File: src/rtl/tdm_demux_4ch.sv
// tdm_demux_4ch: receive side of a 4-lane TDM bus; gathers slots 0..3 after a
// start-of-frame and publishes all four lanes together with a one-cycle valid pulse.
module tdm_demux_4ch #(
    parameter int N = 4
) (
    input  logic         clk,
    input  logic         rst_n,
    input  logic         in_valid,
    input  logic         in_sof,
    input  logic [N-1:0] in_data,
    output logic [N-1:0] O0,
    output logic [N-1:0] O1,
    output logic [N-1:0] O2,
    output logic [N-1:0] O3,
    output logic         frame_valid,
    output logic         frame_err,
    output logic [1:0]   slot
);
    typedef enum logic {IDLE, COLLECT} state_t;
    state_t state;
    logic [N-1:0] sh0, sh1, sh2;
    always_ff @(posedge clk or negedge rst_n) begin
        if (!rst_n) begin
            state       <= IDLE;
            slot        <= 2'd0;
            sh0         <= '0;
            sh1         <= '0;
            sh2         <= '0;
            O0          <= '0;
            O1          <= '0;
            O2          <= '0;
            O3          <= '0;
            frame_valid <= 1'b0;
            frame_err   <= 1'b0;
        end else begin
            frame_valid <= 1'b0;
            frame_err   <= 1'b0;
            if (in_valid) begin
                if (in_sof) begin
                    // an sof mid-frame drops the partial frame and restarts at slot 1
                    frame_err <= (state == COLLECT);
                    sh0       <= in_data;
                    slot      <= 2'd1;
                    state     <= COLLECT;
                end else if (state == COLLECT) begin
                    if (slot == 2'd1) begin
                        sh1  <= in_data;
                        slot <= 2'd2;
                    end else if (slot == 2'd2) begin
                        sh2  <= in_data;
                        slot <= 2'd3;
                    end else begin
                        O0          <= sh0;
                        O1          <= sh1;
                        O2          <= sh2;
                        O3          <= in_data;
                        frame_valid <= 1'b1;
                        slot        <= 2'd0;
                        state       <= IDLE;
                    end
                end
            end
        end
    end
endmodule

File: config.mk
export PLATFORM = sky130hd
export DESIGN_NAME = tdm_demux_4ch
export DESIGN_NICKNAME = d
export VERILOG_FILES = /design/src/rtl/tdm_demux_4ch.sv
export SDC_FILE = /design/constraint.sdc
export NUM_CORES = 1
export LEC_CHECK = 0
export ABC_AREA = 1
export ABC_CLOCK_PERIOD_IN_PS = 1660
export CAP_MARGIN = 10
export CORE_MARGIN = 5
export CORE_UTILIZATION = 44
export DETAILED_ROUTE_END_ITERATION = 10
export PLACE_DENSITY = 0.73
export SLEW_MARGIN = 20
export SYNTH_ARGS = -nofsm -noshare
export SYNTH_HDL_FRONTEND = slang
export SYNTH_SLANG_ARGS = --single-unit
File: constraint.sdc
create_clock -name clk -period 1.66 [get_ports clk]
set_clock_uncertainty 0.2 [all_clocks]
set_input_delay 0.332 -clock clk [delete_from_list [all_inputs] [get_ports clk]]
set_output_delay 0.332 -clock clk [all_outputs]
set_load 0.005 [all_outputs]
# --- After elaboration in Yosys (flattened, before gate mapping) ---
# Index checks and enable logic that the tools add are counted.
op_classes:
  n_eq_ne: 2
  mux: 15
  bitwise_logic: 3
  n_reduce_logical: 6
ops:
  columns: ["op", "count"]
  rows:
  - ["$mux W1", 11]
  - ["$reduce_and A5 Y1", 2]
  - ["$mux W2", 4]
  - ["$reduce_and A2 Y1", 2]
  - ["$reduce_and A4 Y1", 1]
  - ["$not A1 Y1", 3]
  - ["$eq A2 B1 Y1 const B", 1]
  - ["$eq A2 B2 Y1 const B", 1]
  - ["$reduce_bool A2 Y1", 1]
totals:
  regBits: 33
  in_bits: 8
  out_inout_bits: 20
  elab_cells: 37

# --- Logic depth before layout (Yosys ltp) ---
# Gate-level depths: netlist of run 1.
logic_depth:
  word_depth: 6
  depth_mapped: 7
  depth_no_buf: 7

# --- Worst setup path after synthesis of run 1 ---
# No wires, ideal clock.
synth_path:
  path_type: "register to register"
  from: "register slot[0]"
  to: "register O0[0]"
  arrival_time_ns: 1.325
  required_time_ns: 1.394
  setup_slack_ns: 0.069
  stages_incl_launch_ff: 7
  path_buffers: 2
  synth_period_minus_slack_ns: 1.591
  cell_sequence: "dfrtp_1 -> inv_1 -> ha_1 -> buf_2 -> clkbuf_1 -> nand3_1 -> nand2_1"
synth_between:
  elab_chain_len: 3
  word_cells_on_any_way: 5
  classes_between: "eq/ne: 2; bitwise: 2; reduce/logical: 1"
synth_lines:
  columns: ["element", "line", "text"]
  rows:
  - ["from (decl)", "17", "output logic [1:0] slot"]
  - ["from (signal assigned)", "25", "slot <= 2'd0;"]
  - ["from (signal assigned)", "43", "slot <= 2'd1;"]
  - ["from (signal assigned)", "48", "slot <= 2'd2;"]
  - ["$eq A2 B2 Y1 or $eq A2 B1 Y1 (tied branches)", "49, 46", null]
  - ["$not A1 Y1 (no source line)", null, null]
  - ["$reduce_and A5 Y1 (no source line) (*)", null, null]
  - ["to (signal assigned)", "29", "O0 <= '0;"]
  - ["to (signal assigned)", "53", "O0 <= sh0;"]
  - ["to (decl)", "11", "output logic [N-1:0] O0,"]
# Mark *: on every way between the ends. The rest lies on a longest branch, timed or not.
# A chain may end at the register's enable or synchronous reset.

# --- Worst setup path in the final report of run 1 ---
layout_path:
  from: "register slot[1]"
  to: "register sh2[3]"
layout_between:
  elab_chain_len: 3
  word_cells_on_any_way: 4
  classes_between: "eq/ne: 2; bitwise: 1; reduce/logical: 1"
layout_lines:
  columns: ["element", "line", "text"]
  rows:
  - ["$eq A2 B1 Y1", "46", "if (slot == 2'd1) begin"]
  - ["$not A1 Y1 (no source line)", null, null]
  - ["$reduce_and A5 Y1 (no source line) (*)", null, null]
  - ["to (signal assigned)", "50", "sh2 <= in_data;"]
  - ["to (decl)", "21", "logic [N-1:0] sh0, sh1, sh2;"]
# Marked as above.

==> impl_metrics.xml, run 1 <==
<?xml version="1.0" encoding="UTF-8"?>
<metrics>
  <group name="run_status">
    <metric name="run_status" unit="">finished, final reports clean</metric>
  </group>
  <group name="logic_synthesis">
    <metric name="post_synth_main_area_contributors" unit="">dfrtp_1 (61%), nand2_1 (20%), nand3_1 (8.9%), inv_1 (2.2%), ha_1 (1.9%)</metric>
    <metric name="synth.ff_latch_count" unit="">33</metric>
    <metric name="syn_area_per_cell" unit="um2">8.984</metric>
    <metric name="post_synth_simple_gate_area" unit="%">31.66</metric>
    <metric name="yosysUniqueCellTypes" unit="">14</metric>
    <metric name="synth.yosys.warnings" unit="">0</metric>
    <metric name="synthXorXnorAreaFrac" unit="%">0</metric>
    <metric name="combinational_family_with_the_most_area_after_synthesis" unit="">simple AND/OR/NAND/NOR gates</metric>
    <metric name="synth-seq-area-share" unit="%">61.28</metric>
    <metric name="postSynthCellCount" unit="">150</metric>
    <metric name="synth_compound_gate_area_share" unit="%">0.3714</metric>
    <metric name="yosysTopAreaCell" unit="">dfrtp_1</metric>
    <metric name="synth_top_cell_area_share" unit="%">61.28</metric>
    <metric name="post_synth_instance_area" unit="um2">1348</metric>
    <metric name="mux_contribution_to_synthesized_area" unit="%">0</metric>
    <metric name="synthAdderAreaFrac" unit="%">1.857</metric>
    <metric name="synth.net_count" unit="">160</metric>
  </group>
  <group name="cells_and_area">
    <metric name="areaGrowthSynthToFinish" unit="%">35.75</metric>
    <metric name="most-common-layout-cells" unit="">nand2_1 (71), dfrtp_1 (33), nand3_1 (24)</metric>
    <metric name="ant_diodes" unit="">0</metric>
    <metric name="drive_gt1_share" unit="%">16.08</metric>
    <metric name="fillers" unit="">280</metric>
    <metric name="layout.nets" unit="">208</metric>
    <metric name="layout.cells.most_common" unit="">nand2_1</metric>
    <metric name="sequential_cell_area" unit="um2">825.8</metric>
    <metric name="finish.instance_area" unit="um2">1829</metric>
    <metric name="multi_input_area" unit="um2">461.7</metric>
  </group>
  <group name="floorplan">
    <metric name="placement_rows" unit="">20</metric>
    <metric name="floorplan.die.width" unit="um">65.34</metric>
    <metric name="core-area" unit="um2">3003</metric>
    <metric name="io_pins" unit="">28</metric>
    <metric name="floorplan.initialDensity" unit="%">44.87</metric>
    <metric name="dieHeight" unit="um">65.34</metric>
    <metric name="die-area" unit="um2">4269</metric>
  </group>
  <group name="critical_path">
    <metric name="timing.critical_path.cells" unit="">buf_4 -&gt; inv_1 -&gt; ha_1 -&gt; nor2_2 -&gt; buf_4 -&gt; nand3_1 -&gt; nand2_1</metric>
    <metric name="crit_path_max_incr_delay" unit="ns">0.39</metric>
    <metric name="cpMostUsedCell" unit="">buf_4</metric>
    <metric name="maximum_fanout_count_along_the_critical_path" unit="">6</metric>
    <metric name="critPathCapture" unit="">sh2[3]$_DFFE_PN0P_</metric>
    <metric name="r2r_slack" unit="ns">0.11</metric>
    <metric name="cp-end-kind" unit="">flip-flop</metric>
    <metric name="cp.arrival" unit="ns">1.58</metric>
    <metric name="critPathLaunchType" unit="">flip-flop</metric>
    <metric name="critical_path.reg2reg.endpoint" unit="">sh2[3]$_DFFE_PN0P_</metric>
    <metric name="crit_type" unit="">reg -&gt; reg</metric>
    <metric name="critPathLaunch" unit="">slot[1]$_DFFE_PN0P_</metric>
    <metric name="crit_slowest_cell" unit="">dfrtp_1</metric>
    <metric name="critical_path.reg2reg.startpoint" unit="">slot[1]$_DFFE_PN0P_</metric>
    <metric name="cp_data_required_time" unit="ns">1.69</metric>
    <metric name="worst-r2r-cell-count" unit="">7</metric>
  </group>
  <group name="power">
    <metric name="power_leakage" unit="nW">1.069</metric>
    <metric name="worst_ir_drop_vdd" unit="V">0.0006842</metric>
    <metric name="power_density" unit="nW/um2">1472</metric>
    <metric name="power.total" unit="mW">2.693</metric>
  </group>
  <group name="sta">
    <metric name="worst_hold_slack" unit="ns">0.1394</metric>
    <metric name="timing.setup.tns" unit="ns">0</metric>
    <metric name="setup_repair_after_global_routing_missed_its_margin" unit="">no</metric>
    <metric name="post-route-period-util" unit="%">93.25</metric>
    <metric name="maxClockFrequency" unit="GHz">0.6460</metric>
    <metric name="final-max-slew-violation-count" unit="">0</metric>
    <metric name="maxSlewHeadroom" unit="%">82.62</metric>
    <metric name="final_hold_viol_count" unit="">0</metric>
    <metric name="setup_viol_count_final" unit="">0</metric>
    <metric name="tightestPinTransition" unit="ns">0.2608</metric>
    <metric name="finalCriticalPeriod" unit="ns">1.548</metric>
    <metric name="post-route-worst-setup-slack" unit="ns">0.1121</metric>
  </group>
  <group name="clocking">
    <metric name="clock_tree.root_cell" unit="">clkbuf_4</metric>
    <metric name="clkSlewWorstSetupHoldPaths" unit="ns">0.11</metric>
    <metric name="h-tree-depth" unit="">2</metric>
    <metric name="cts_tree" unit="">built</metric>
    <metric name="cts.path.max_buffers" unit="">2</metric>
    <metric name="cts_made_buffers" unit="">5</metric>
    <metric name="cts_num_sinks" unit="">33</metric>
    <metric name="worst_skew_pair.late_latency" unit="ns">0.34</metric>
    <metric name="post_cts_hold_buffers" unit="">0</metric>
  </group>
  <group name="placement">
    <metric name="dp.final_hpwl" unit="um">1986</metric>
    <metric name="port-buffer-count" unit="">27</metric>
    <metric name="post_dp_cell_area" unit="um2">1704</metric>
    <metric name="dp_slack" unit="ns">-0.09599</metric>
    <metric name="place.gp.congestion" unit="">0.7981</metric>
  </group>
  <group name="detailed_routing">
    <metric name="firstDrtPassIters" unit="">4</metric>
    <metric name="totalWireLength" unit="um">2835</metric>
    <metric name="drcViolationCount" unit="">0</metric>
    <metric name="wire_per_inst" unit="um">12.22</metric>
    <metric name="drt-vias-per-instance" unit="">4.737</metric>
    <metric name="final_antenna_net_count" unit="">0</metric>
    <metric name="num_vias" unit="">1099</metric>
    <metric name="number_of_drc_markers_after_the_initial_detailed_route_iteration" unit="">30</metric>
  </group>
  <group name="worst_hold_path">
    <metric name="worstHoldPathType" unit="">in -&gt; async</metric>
  </group>
  <group name="flow_run">
    <metric name="timing.max_cap.violations" unit="">0</metric>
  </group>
  <group name="global_routing">
    <metric name="antenna_violations_before_repair" unit="">0</metric>
    <metric name="grt-ovfl-total" unit="">0</metric>
    <metric name="globalRouteTotalUtil" unit="%">15.38</metric>
    <metric name="largest_net_degree_at_the_start_of_global_routing" unit="">34</metric>
    <metric name="grt_pass1_vias" unit="">1051</metric>
    <metric name="grt_pass1_wl" unit="um">4892</metric>
  </group>
</metrics>
[area by class of cell]
cell class | count | share of cell area [%]
well taps | 33 | 2.257
clock inverters | 1 | 0.2736
clock buffers | 7 | 3.557
flip-flops and latches | 33 | 45.14
multi-input cells | 104 | 25.24
repair buffers | 46 | 21.89
inverters | 8 | 1.642
[sequential cells by signal (all words and copies together) (netlist names)]
signal / count
sh0: 4
frame_valid: 1
sh2: 4
state: 1
slot: 2
O2: 4
O3: 4
O1: 4
O0: 4
frame_err: 1
sh1: 4
[power breakdown]
part	total [mW]	switching, mW	internal, mW
clock network	0.510	0.265	0.245
logic	0.944	0.442	0.502
registers	1.24	0.144	1.10
[metal layers]
metal | share of wire, % | wire length, um | GRT usage (%)
met1 | 45 | 1277 | 17.61
met2 | 49 | 1389 | 25.92
met4 | 2.0 | 56 | 6.995
met3 | 4.0 | 112 | 5.128
met5 | 0 | 0 | 0
[what timing repair did]
action                                 in CTS  in global routing
resized for setup                          20                  2
endpoints found under the hold margin       0                  0
pin swaps                                   0                  1
setup buffers                              10                  0
cloned                                      0                  0
setup endpoints to repair                  20                 17
[worst min path at each step]
stage / from / end / cells after the start
2_1_floorplan: rst_n / O0[0]$_DFFE_PN0P_ / 0
3_3_place_gp: O2[3]$_DFFE_PN0P_ / O2[3]$_DFFE_PN0P_ / 2
3_5_place_dp: O1[0]$_DFFE_PN0P_ / O1[0]$_DFFE_PN0P_ / 2
4_1_cts: rst_n / state$_DFFE_PN0P_ / 2
5_1_grt: rst_n / O1[1]$_DFFE_PN0P_ / 2
6_report: rst_n / state$_DFFE_PN0P_ / 2
[cells by family (layout without fill, tap and decap cells)]
group | after synthesis | in the layout
buffers and inverters | 13 | 62
adder cells (fa/ha/maj) | 2 | 2
AO/OA/AOI/OAI | 1 | 1
AND/OR/NAND/NOR | 101 | 101
flip-flops | 33 | 33
[critical path, delay by kind of cell, from the launching register on]
family                   cells  cell delay [ns]
AND/OR/NAND/NOR              3             0.21
flip-flops                   1             0.39
buffers and inverters        3             0.35
adder cells (fa/ha/maj)      1             0.29
[synth_stat cells (all sizes together)]
master  instances
buf             4
dfrtp          33
nand3          24
a21oi           1
nor2            4
nand2          73
inv             8
clkbuf          1
ha              2
[metrics by stage]
| step | cells | util [%] |
|---|---|---|
| 2_1_floorplan | 150 | - |
| 3_3_place_gp | 214 | 56.75 |
| 3_5_place_dp | 214 | 56.75 |
| 4_1_cts | 232 | 60.75 |
| 5_1_grt | 232 | 60.92 |
| 6_report | 232 | 60.92 |
No activity file was read; power rests on OpenSTA's default activity.
==> run 2: changes to the inputs <==
--- a/config.mk
+++ b/config.mk
@@ -12,6 +12,7 @@
 export CORE_UTILIZATION = 44
 export DETAILED_ROUTE_END_ITERATION = 10
 export PLACE_DENSITY = 0.73
+export SKIP_CTS_REPAIR_TIMING = 1
 export SLEW_MARGIN = 20
 export SYNTH_ARGS = -nofsm -noshare
 export SYNTH_HDL_FRONTEND = slang
==> run 2 against run 1 <==
  * Routed wire length up 0.42%
  * Die area unchanged
  * Largest cell class unchanged
  * Worst setup slack worse by 0.0048 ns
==> impl_metrics.xml, run 2 (synthesized netlist as in run 1, its figures left out) <==
<?xml version="1.0" encoding="UTF-8"?>
<metrics>
  <group name="sta">
    <metric name="maxSlewHeadroom" unit="%">86.49</metric>
    <metric name="worst_hold_slack" unit="ns">0.1392</metric>
    <metric name="post-route-worst-setup-slack" unit="ns">0.1072</metric>
    <metric name="setup_viol_count_final" unit="">0</metric>
    <metric name="final_hold_viol_count" unit="">0</metric>
    <metric name="finalCriticalPeriod" unit="ns">1.553</metric>
    <metric name="final-max-slew-violation-count" unit="">0</metric>
    <metric name="tightestPinTransition" unit="ns">0.2022</metric>
    <metric name="timing.setup.tns" unit="ns">0</metric>
    <metric name="post-route-period-util" unit="%">93.54</metric>
    <metric name="maxClockFrequency" unit="GHz">0.6440</metric>
    <metric name="setup_repair_after_global_routing_missed_its_margin" unit="">no</metric>
  </group>
  <group name="power">
    <metric name="power.total" unit="mW">2.746</metric>
    <metric name="power_density" unit="nW/um2">1446</metric>
    <metric name="worst_ir_drop_vdd" unit="V">0.0006850</metric>
    <metric name="power_leakage" unit="nW">1.286</metric>
  </group>
  <group name="clocking">
    <metric name="h-tree-depth" unit="">2</metric>
    <metric name="clock_tree.root_cell" unit="">clkbuf_4</metric>
    <metric name="cts_tree" unit="">built</metric>
    <metric name="clkSlewWorstSetupHoldPaths" unit="ns">0.11</metric>
    <metric name="cts_made_buffers" unit="">5</metric>
    <metric name="cts_num_sinks" unit="">33</metric>
    <metric name="cts.path.max_buffers" unit="">2</metric>
    <metric name="worst_skew_pair.late_latency" unit="ns">0.34</metric>
  </group>
  <group name="critical_path">
    <metric name="worstPathBufferInverterCount" unit="">3</metric>
    <metric name="timing.critical_path.cells" unit="">buf_4 -&gt; inv_1 -&gt; ha_2 -&gt; buf_4 -&gt; nand3_1 -&gt; nand2_1</metric>
    <metric name="maximum_fanout_count_along_the_critical_path" unit="">8</metric>
    <metric name="critical-path-top-delay-family" unit="">flip-flops</metric>
    <metric name="critPathLaunchType" unit="">flip-flop</metric>
    <metric name="crit_slowest_cell" unit="">dfrtp_1</metric>
    <metric name="crit_type" unit="">reg -&gt; reg</metric>
    <metric name="cp_data_required_time" unit="ns">1.69</metric>
    <metric name="cp-end-kind" unit="">flip-flop</metric>
    <metric name="cp.arrival" unit="ns">1.58</metric>
    <metric name="crit_path_max_incr_delay" unit="ns">0.41</metric>
    <metric name="cpMostUsedCell" unit="">buf_4</metric>
    <metric name="r2r_slack" unit="ns">0.11</metric>
  </group>
  <group name="cells_and_area">
    <metric name="final_cell_count_no_fill" unit="">231</metric>
    <metric name="drive_gt1_share" unit="%">16.16</metric>
    <metric name="finish.instance_area" unit="um2">1899</metric>
    <metric name="layout.cells.most_common" unit="">nand2_1</metric>
    <metric name="ant_diodes" unit="">0</metric>
    <metric name="post-route-util" unit="%">63.25</metric>
    <metric name="areaGrowthSynthToFinish" unit="%">40.95</metric>
    <metric name="most-common-layout-cells" unit="">nand2_1 (71), dfrtp_1 (33), nand3_1 (24)</metric>
    <metric name="layout.nets" unit="">207</metric>
  </group>
  <group name="worst_hold_path">
    <metric name="worstHoldPathType" unit="">in -&gt; async</metric>
  </group>
  <group name="detailed_routing">
    <metric name="num_vias" unit="">1107</metric>
    <metric name="drt-vias-per-instance" unit="">4.792</metric>
    <metric name="firstDrtPassIters" unit="">4</metric>
    <metric name="drcViolationCount" unit="">0</metric>
    <metric name="number_of_drc_markers_after_the_initial_detailed_route_iteration" unit="">39</metric>
    <metric name="wire_per_inst" unit="um">12.32</metric>
    <metric name="totalWireLength" unit="um">2847</metric>
    <metric name="final_antenna_net_count" unit="">0</metric>
  </group>
  <group name="global_routing">
    <metric name="grt_pass1_vias" unit="">1001</metric>
    <metric name="antenna_violations_before_repair" unit="">0</metric>
    <metric name="largest_net_degree_at_the_start_of_global_routing" unit="">34</metric>
    <metric name="grt_pass1_wl" unit="um">4664</metric>
    <metric name="grt-ovfl-total" unit="">0</metric>
    <metric name="globalRouteTotalUtil" unit="%">14.69</metric>
  </group>
  <group name="placement">
    <metric name="dp_slack" unit="ns">-0.09599</metric>
    <metric name="dp.final_hpwl" unit="um">1986</metric>
    <metric name="post_dp_cell_area" unit="um2">1704</metric>
    <metric name="place.gp.congestion" unit="">0.7981</metric>
    <metric name="port-buffer-count" unit="">27</metric>
    <metric name="placed_cells" unit="">214</metric>
  </group>
  <group name="run_status">
    <metric name="run_status" unit="">finished, final reports clean</metric>
  </group>
  <group name="flow_run">
    <metric name="timing.max_cap.violations" unit="">0</metric>
  </group>
  <group name="floorplan">
    <metric name="die-area" unit="um2">4269</metric>
    <metric name="io_pins" unit="">28</metric>
    <metric name="core-area" unit="um2">3003</metric>
    <metric name="dieHeight" unit="um">65.34</metric>
    <metric name="floorplan.initialDensity" unit="%">44.87</metric>
    <metric name="placement_rows" unit="">20</metric>
    <metric name="floorplan.die.width" unit="um">65.34</metric>
  </group>
</metrics>
run 2: cell types whose count changed in the layout (fill, tap and decap cells not counted):
cell	delta
ha_2	+1
ha_1	-1
buf_4	-1
dlymetal6s2s_1	+20
dlygate4sd2_1	-20
run 2: path summary, 6_finish.rpt:
kind / to / startpoint / depth (start not counted)
hold reg to reg: O2[1]$_DFFE_PN0P_ / O2[1]$_DFFE_PN0P_ / 2
min in group clk: O2[1]$_DFFE_PN0P_ / O2[1]$_DFFE_PN0P_ / 2
setup reg to reg: O2[0]$_DFFE_PN0P_ / slot[0]$_DFFE_PN0P_ / 6
setup / recovery: O2[0]$_DFFE_PN0P_ / slot[0]$_DFFE_PN0P_ / 6
hold / removal: state$_DFFE_PN0P_ / rst_n / 2
max in group asynchronous: O3[2]$_DFFE_PN0P_ / rst_n / 2
run 2: worst reg2reg max path, delay by kind of cell, from the launching register on:
kind / cells / cell delay [ns]
flip-flops: 1 / 0.41
AND/OR/NAND/NOR: 2 / 0.15
buffers and inverters: 3 / 0.37
adder cells (fa/ha/maj): 1 / 0.31
run 2: power breakdown:
part / internal, mW / switching [mW] / leakage (nW) / total (mW)
Sequential: 1.10 / 0.146 / 0.425 / 1.24
Combinational: 0.561 / 0.433 / 0.820 / 0.995
Clock: 0.245 / 0.264 / 0.0413 / 0.509
Total: 1.90 / 0.844 / 1.29 / 2.75
run 2: layout make-up:
class / count / area, um2
Tap cell: 33 / 41.29
Clock inverter: 1 / 5.005
Fill cell: 259 / 1104
Clock buffer: 7 / 65.06
Timing Repair Buffer: 45 / 467.9
Sequential cell: 33 / 825.8
Multi-Input combinational cell: 104 / 464.2
Inverter: 8 / 30.03
run 2: metal layers:
layer	share of wire [%]	track usage [%]
met1	45	17.28
met2	49	23.89
met3	3.8	5.128
met4	2.0	6.995
met5	0	0
==> run 3: changes to the inputs <==
--- a/config.mk
+++ b/config.mk
@@ -12,6 +12,7 @@
 export CORE_UTILIZATION = 44
 export DETAILED_ROUTE_END_ITERATION = 10
 export PLACE_DENSITY = 0.73
+export REMOVE_ABC_BUFFERS = 1
 export SKIP_CTS_REPAIR_TIMING = 1
 export SLEW_MARGIN = 20
 export SYNTH_ARGS = -nofsm -noshare
==> run 3 against run 2 <==
  * First-iteration DRC count fell by 33%
  * Sequential share of layout area is the same
  * Non-clock buffer count is 1 higher
  * Hold slack better by 0.023 ns
  * Register-to-register slack lost 0.02 ns
  * Worst setup slack got worse by 0.022 ns
  * Critical path type unchanged
  * Highest routed layer unchanged
==> impl_metrics.xml, run 3 (synthesized netlist as in run 1, its figures left out) <==
<?xml version="1.0" encoding="UTF-8"?>
<metrics>
  <group name="placement">
    <metric name="place.gp.congestion" unit="">0.7594</metric>
    <metric name="post_dp_cell_area" unit="um2">1732</metric>
    <metric name="dp.final_hpwl" unit="um">2041</metric>
    <metric name="port-buffer-count" unit="">27</metric>
  </group>
  <group name="global_routing">
    <metric name="globalRouteTotalUtil" unit="%">14.50</metric>
    <metric name="antenna_violations_before_repair" unit="">0</metric>
    <metric name="grt_pass1_wl" unit="um">4595</metric>
    <metric name="grt-ovfl-total" unit="">0</metric>
    <metric name="largest_net_degree_at_the_start_of_global_routing" unit="">34</metric>
    <metric name="grt_pass1_vias" unit="">1061</metric>
  </group>
  <group name="sta">
    <metric name="post-route-period-util" unit="%">94.84</metric>
    <metric name="maxSlewHeadroom" unit="%">86.77</metric>
    <metric name="final_hold_viol_count" unit="">0</metric>
    <metric name="finalCriticalPeriod" unit="ns">1.574</metric>
    <metric name="worst_hold_slack" unit="ns">0.1623</metric>
    <metric name="setup_viol_count_final" unit="">0</metric>
    <metric name="final-max-slew-violation-count" unit="">0</metric>
    <metric name="setup_repair_after_global_routing_missed_its_margin" unit="">no</metric>
    <metric name="tightestPinTransition" unit="ns">0.1979</metric>
    <metric name="maxClockFrequency" unit="GHz">0.6352</metric>
  </group>
  <group name="floorplan">
    <metric name="dieHeight" unit="um">65.34</metric>
    <metric name="floorplan.initialDensity" unit="%">44.87</metric>
    <metric name="die-area" unit="um2">4269</metric>
    <metric name="io_pins" unit="">28</metric>
    <metric name="core-area" unit="um2">3003</metric>
    <metric name="floorplan.die.width" unit="um">65.34</metric>
    <metric name="placement_rows" unit="">20</metric>
  </group>
  <group name="critical_path">
    <metric name="cp_data_required_time" unit="ns">1.73</metric>
    <metric name="r2r_slack" unit="ns">0.09</metric>
    <metric name="critPathLaunchType" unit="">flip-flop</metric>
    <metric name="crit_path_max_incr_delay" unit="ns">0.40</metric>
    <metric name="maximum_fanout_count_along_the_critical_path" unit="">12</metric>
    <metric name="cp-end-kind" unit="">flip-flop</metric>
    <metric name="critical_path.reg2reg.startpoint" unit="">slot[1]$_DFFE_PN0P_</metric>
    <metric name="crit_type" unit="">reg -&gt; reg</metric>
    <metric name="cp.arrival" unit="ns">1.65</metric>
    <metric name="critical_path.reg2reg.endpoint" unit="">O0[1]$_DFFE_PN0P_</metric>
    <metric name="cpMostUsedCell" unit="">buf_4</metric>
    <metric name="crit_slowest_cell" unit="">dfrtp_1</metric>
    <metric name="timing.critical_path.cells" unit="">buf_4 -&gt; ha_1 -&gt; buf_4 -&gt; nand3_1 -&gt; nand2_1</metric>
    <metric name="worst-r2r-cell-count" unit="">5</metric>
  </group>
  <group name="cells_and_area">
    <metric name="drive_gt1_share" unit="%">15.58</metric>
    <metric name="most-common-layout-cells" unit="">nand2_1 (71), dfrtp_1 (33), nand3_1 (24)</metric>
    <metric name="ant_diodes" unit="">0</metric>
    <metric name="layout.cells.most_common" unit="">nand2_1</metric>
    <metric name="layout.nets" unit="">208</metric>
    <metric name="finish.instance_area" unit="um2">1899</metric>
    <metric name="fillers" unit="">270</metric>
    <metric name="areaGrowthSynthToFinish" unit="%">40.95</metric>
  </group>
  <group name="power">
    <metric name="power_density" unit="nW/um2">1402</metric>
    <metric name="power.total" unit="mW">2.663</metric>
    <metric name="worst_ir_drop_vdd" unit="V">0.0005510</metric>
    <metric name="power_leakage" unit="nW">1.286</metric>
  </group>
  <group name="detailed_routing">
    <metric name="drt-vias-per-instance" unit="">4.836</metric>
    <metric name="totalWireLength" unit="um">2861</metric>
    <metric name="number_of_drc_markers_after_the_initial_detailed_route_iteration" unit="">26</metric>
    <metric name="final_antenna_net_count" unit="">0</metric>
    <metric name="drcViolationCount" unit="">0</metric>
    <metric name="wire_per_inst" unit="um">12.33</metric>
    <metric name="num_vias" unit="">1122</metric>
    <metric name="firstDrtPassIters" unit="">4</metric>
  </group>
  <group name="clocking">
    <metric name="cts_tree" unit="">built</metric>
    <metric name="cts_num_sinks" unit="">33</metric>
    <metric name="clkSlewWorstSetupHoldPaths" unit="ns">0.10</metric>
    <metric name="clock_tree.root_cell" unit="">clkbuf_4</metric>
    <metric name="h-tree-depth" unit="">2</metric>
    <metric name="cts.path.max_buffers" unit="">2</metric>
    <metric name="worst_skew_pair.late_latency" unit="ns">0.33</metric>
    <metric name="cts_made_buffers" unit="">5</metric>
  </group>
  <group name="worst_hold_path">
    <metric name="worstHoldPathType" unit="">in -&gt; async</metric>
  </group>
  <group name="flow_run">
    <metric name="timing.max_cap.violations" unit="">0</metric>
  </group>
  <group name="run_status">
    <metric name="run_status" unit="">finished, final reports clean</metric>
  </group>
</metrics>
run 3: cell count changes in the layout (fill, tap and decap cells not counted), sizes merged:
cell,change
clkbuf,-2
clkinvlp,+1
buf,+1
clkinv,+1
run 3: layer usage:
layer	GRT usage (%)	part of all wire [%]	up-vias	routed length [um]
li1	-	-	566	-
met1	16.83	44	531	1269
met2	24.02	49	20	1404
met5	0	0	-	0
met3	5.299	4.6	5	131
met4	6.218	1.9	0	55
run 3: cell type report:
type,instances,area [um2],share of cell area (%)
sequential,33,825.8,43.48
multi-input combinational,104,459.2,24.18
tap,33,41.29,2.174
timing repair buffer,46,488.0,25.69
clock inverter,3,17.52,0.9223
clock buffer,5,37.54,1.976
inverter,8,30.03,1.581
run 3: worst max-delay path, delay by kind of cell (launching register included):
kind | cells | cell delay [ns]
adder cells (fa/ha/maj) | 1 | 0.38
buffers and inverters | 2 | 0.36
flip-flops | 1 | 0.40
AND/OR/NAND/NOR | 2 | 0.18
run 3: report_power, final:
group          leakage [nW]  total, mW  internal [mW]  switching [mW]
Combinational         0.831      0.986          0.558           0.429
Sequential            0.425       1.25           1.10           0.154
Clock                0.0310      0.427          0.159           0.267
run 3: worst max-delay path by stage:
stage | start | to | cells past startpoint
detailed placement | in_valid | O2[3]$_DFFE_PN0P_ | 7
finish | slot[1]$_DFFE_PN0P_ | O0[1]$_DFFE_PN0P_ | 5
global placement | in_valid | sh2[0]$_DFFE_PN0P_ | 7
global route | slot[1]$_DFFE_PN0P_ | O0[1]$_DFFE_PN0P_ | 5
CTS | slot[0]$_DFFE_PN0P_ | slot[0] | 1
floorplan | slot[0]$_DFFE_PN0P_ | O0[0]$_DFFE_PN0P_ | 5
run 3: per-stage QoR:
stage,worst slack (ns),cells,utilization [%],TNS (ns)
6_report,0.08561,232,63.25,0
5_1_grt,0.005381,232,63.25,0
4_1_cts,-0.1426,224,59.50,-1.845
3_5_place_dp,-0.1231,216,57.67,-2.687
3_3_place_gp,-0.08509,216,57.67,-1.669
2_1_floorplan,0.04583,145,-,0
==> variant, RTL diff (config.mk and constraints of run 3) <==
Reset style: synchronous (`rst_n`), changed in one clocked block.
--- a/src/rtl/tdm_demux_4ch.sv
+++ b/src/rtl/tdm_demux_4ch.sv
@@ -20,5 +20,5 @@
     state_t state;
     logic [N-1:0] sh0, sh1, sh2;
-    always_ff @(posedge clk or negedge rst_n) begin
+    always_ff @(posedge clk) begin
         if (!rst_n) begin
             state       <= IDLE;
Function: differs if rst_n is asserted again (counterexample within 4 cycles, from zero or initial values and one cycle with rst_n low); with rst_n held inactive, the same outputs for 4 cycles.
==> variant against run 3 <==
Non-clock buffer count decreased by 6; synthesized cell count increased by 11%; synthesized area decreased by 3.4%; worst setup slack got worse by 30 ps; routed wire length increased by 7.0%; cell area decreased by 0.46%; maximum frequency decreased by 1.9%; worst hold slack improved by 110 ps; sequential cell count unchanged; critical path depth increased by 3; largest cell class unchanged; highest routed layer unchanged.
Power is not compared: it rests on default switching activity, and its combinational part moved more than twofold at a synthesized area within 25%.
==> variant: results (changes against run 3) <==
Met1 Routed Length: 1280 um (was 1270 um)
Post-synth top cells: nor2_1, dfxtp_1, inv_1 (was nand2_1, dfrtp_1, nand3_1)
Compound-Gate Fraction of Synth Area: 11.9% (was 0.371%)
Crit. Startpoint: slot[0]$_SDFFE_PN0P_ (was slot[1]$_DFFE_PN0P_)
Achievable Freq: 0.623 GHz (was 0.635 GHz)
worst hold path type: flip-flop to flip-flop (was primary input to async pin)
Yosys cell types: 18 (was 14)
Critical R2R Capture: O0[0]$_SDFFE_PN0P_ (was O0[1]$_DFFE_PN0P_)
met3 Use GR: 5.95% (was 5.30%)
R2R setup slack: 60 ps (was 90 ps)
DR WL met3: 110 um (was 131 um)
first-pass GRT wire length: 4680 um (was 4600 um)
dpl ws: -172 ps (was -123 ps)
HPWL after detailed placement: 2090 um (was 2040 um)
Inst Count DP: 228 (was 216)
GRT Util Overall: 14.7% (was 14.5%)
Cells after Synth: 166 (was 150)
area post-placement: 1650 um^2 (was 1730 um^2)
fin nets: 220 (was 208)
Slew HR: 83.4% (was 86.8%)
slowest CP cell: dfxtp_2 (was dfrtp_1)
WL/cell: 12.7 um (was 12.3 um)
Synth Area in Adders: 2.88% (was 1.86%)
met2 Use GR: 26.9% (was 24.0%)
critical-path maximum fanout: 8 (was 12)
drt initial violations: 49 (was 26)
RD Place Congestion: 0.809 (was 0.759)
metal2 WL: 1620 um (was 1400 um)
asr flop ratio synth: 0% (was 100%)
Via Count: 1198 (was 1122)
aggregate routed wire length: 3060 um (was 2860 um)
Slowest Stage Delay on Critical Path: 350 ps (was 400 ps)
outcome: finished clean (unchanged)
variant: power breakdown:
| group | total (mW) | internal, mW | switching (mW) |
|---|---|---|---|
| logic | 0.189 | 0.0924 | 0.0961 |
| clock network | 0.626 | 0.360 | 0.266 |
| registers | 0.829 | 0.815 | 0.0140 |
variant: layout make-up:
type	count	area (um^2)
Timing Repair Buffer	40	438
Multi-Input combinational cell	109	554
Clock buffer	7	55.1
Sequential cell	33	682
Inverter	20	92.6
Clock inverter	1	30.0
Fill cell	239	915
Tap cell	31	38.8
variant: critical path: cells and delay by family, from the launching register on:
| kind | cells | cell delay (ps) |
|---|---|---|
| AOI/OAI and AO/OA | 1 | 100 |
| adders and majority gates | 1 | 270 |
| buffers and inverters | 3 | 250 |
| DFF | 1 | 350 |
| and+or+nand+nor | 3 | 330 |
variant: logic make-up (layout without fill, tap and decap cells):
family / Yosys count / count (layout)
and+or+nand+nor: 74 / 75
DFF: 33 / 33
AOI/OAI and AO/OA: 31 / 31
buffers and inverters: 25 / 68
adders and majority gates: 3 / 3
variant: worst min-delay path by stage:
stage,startpoint,to,depth (start not counted)
6_report,O0[1]$_SDFFE_PN0P_,O0[1]$_SDFFE_PN0P_,2
5_1_grt,O0[3]$_SDFFE_PN0P_,O0[3]$_SDFFE_PN0P_,2
4_1_cts,O0[1]$_SDFFE_PN0P_,O0[1]$_SDFFE_PN0P_,2
3_5_place_dp,O3[3]$_SDFFE_PN0P_,O3[3]$_SDFFE_PN0P_,2
3_3_place_gp,O3[3]$_SDFFE_PN0P_,O3[3]$_SDFFE_PN0P_,2
2_1_floorplan,rst_n,sh2[0]$_SDFFE_PN0P_,2
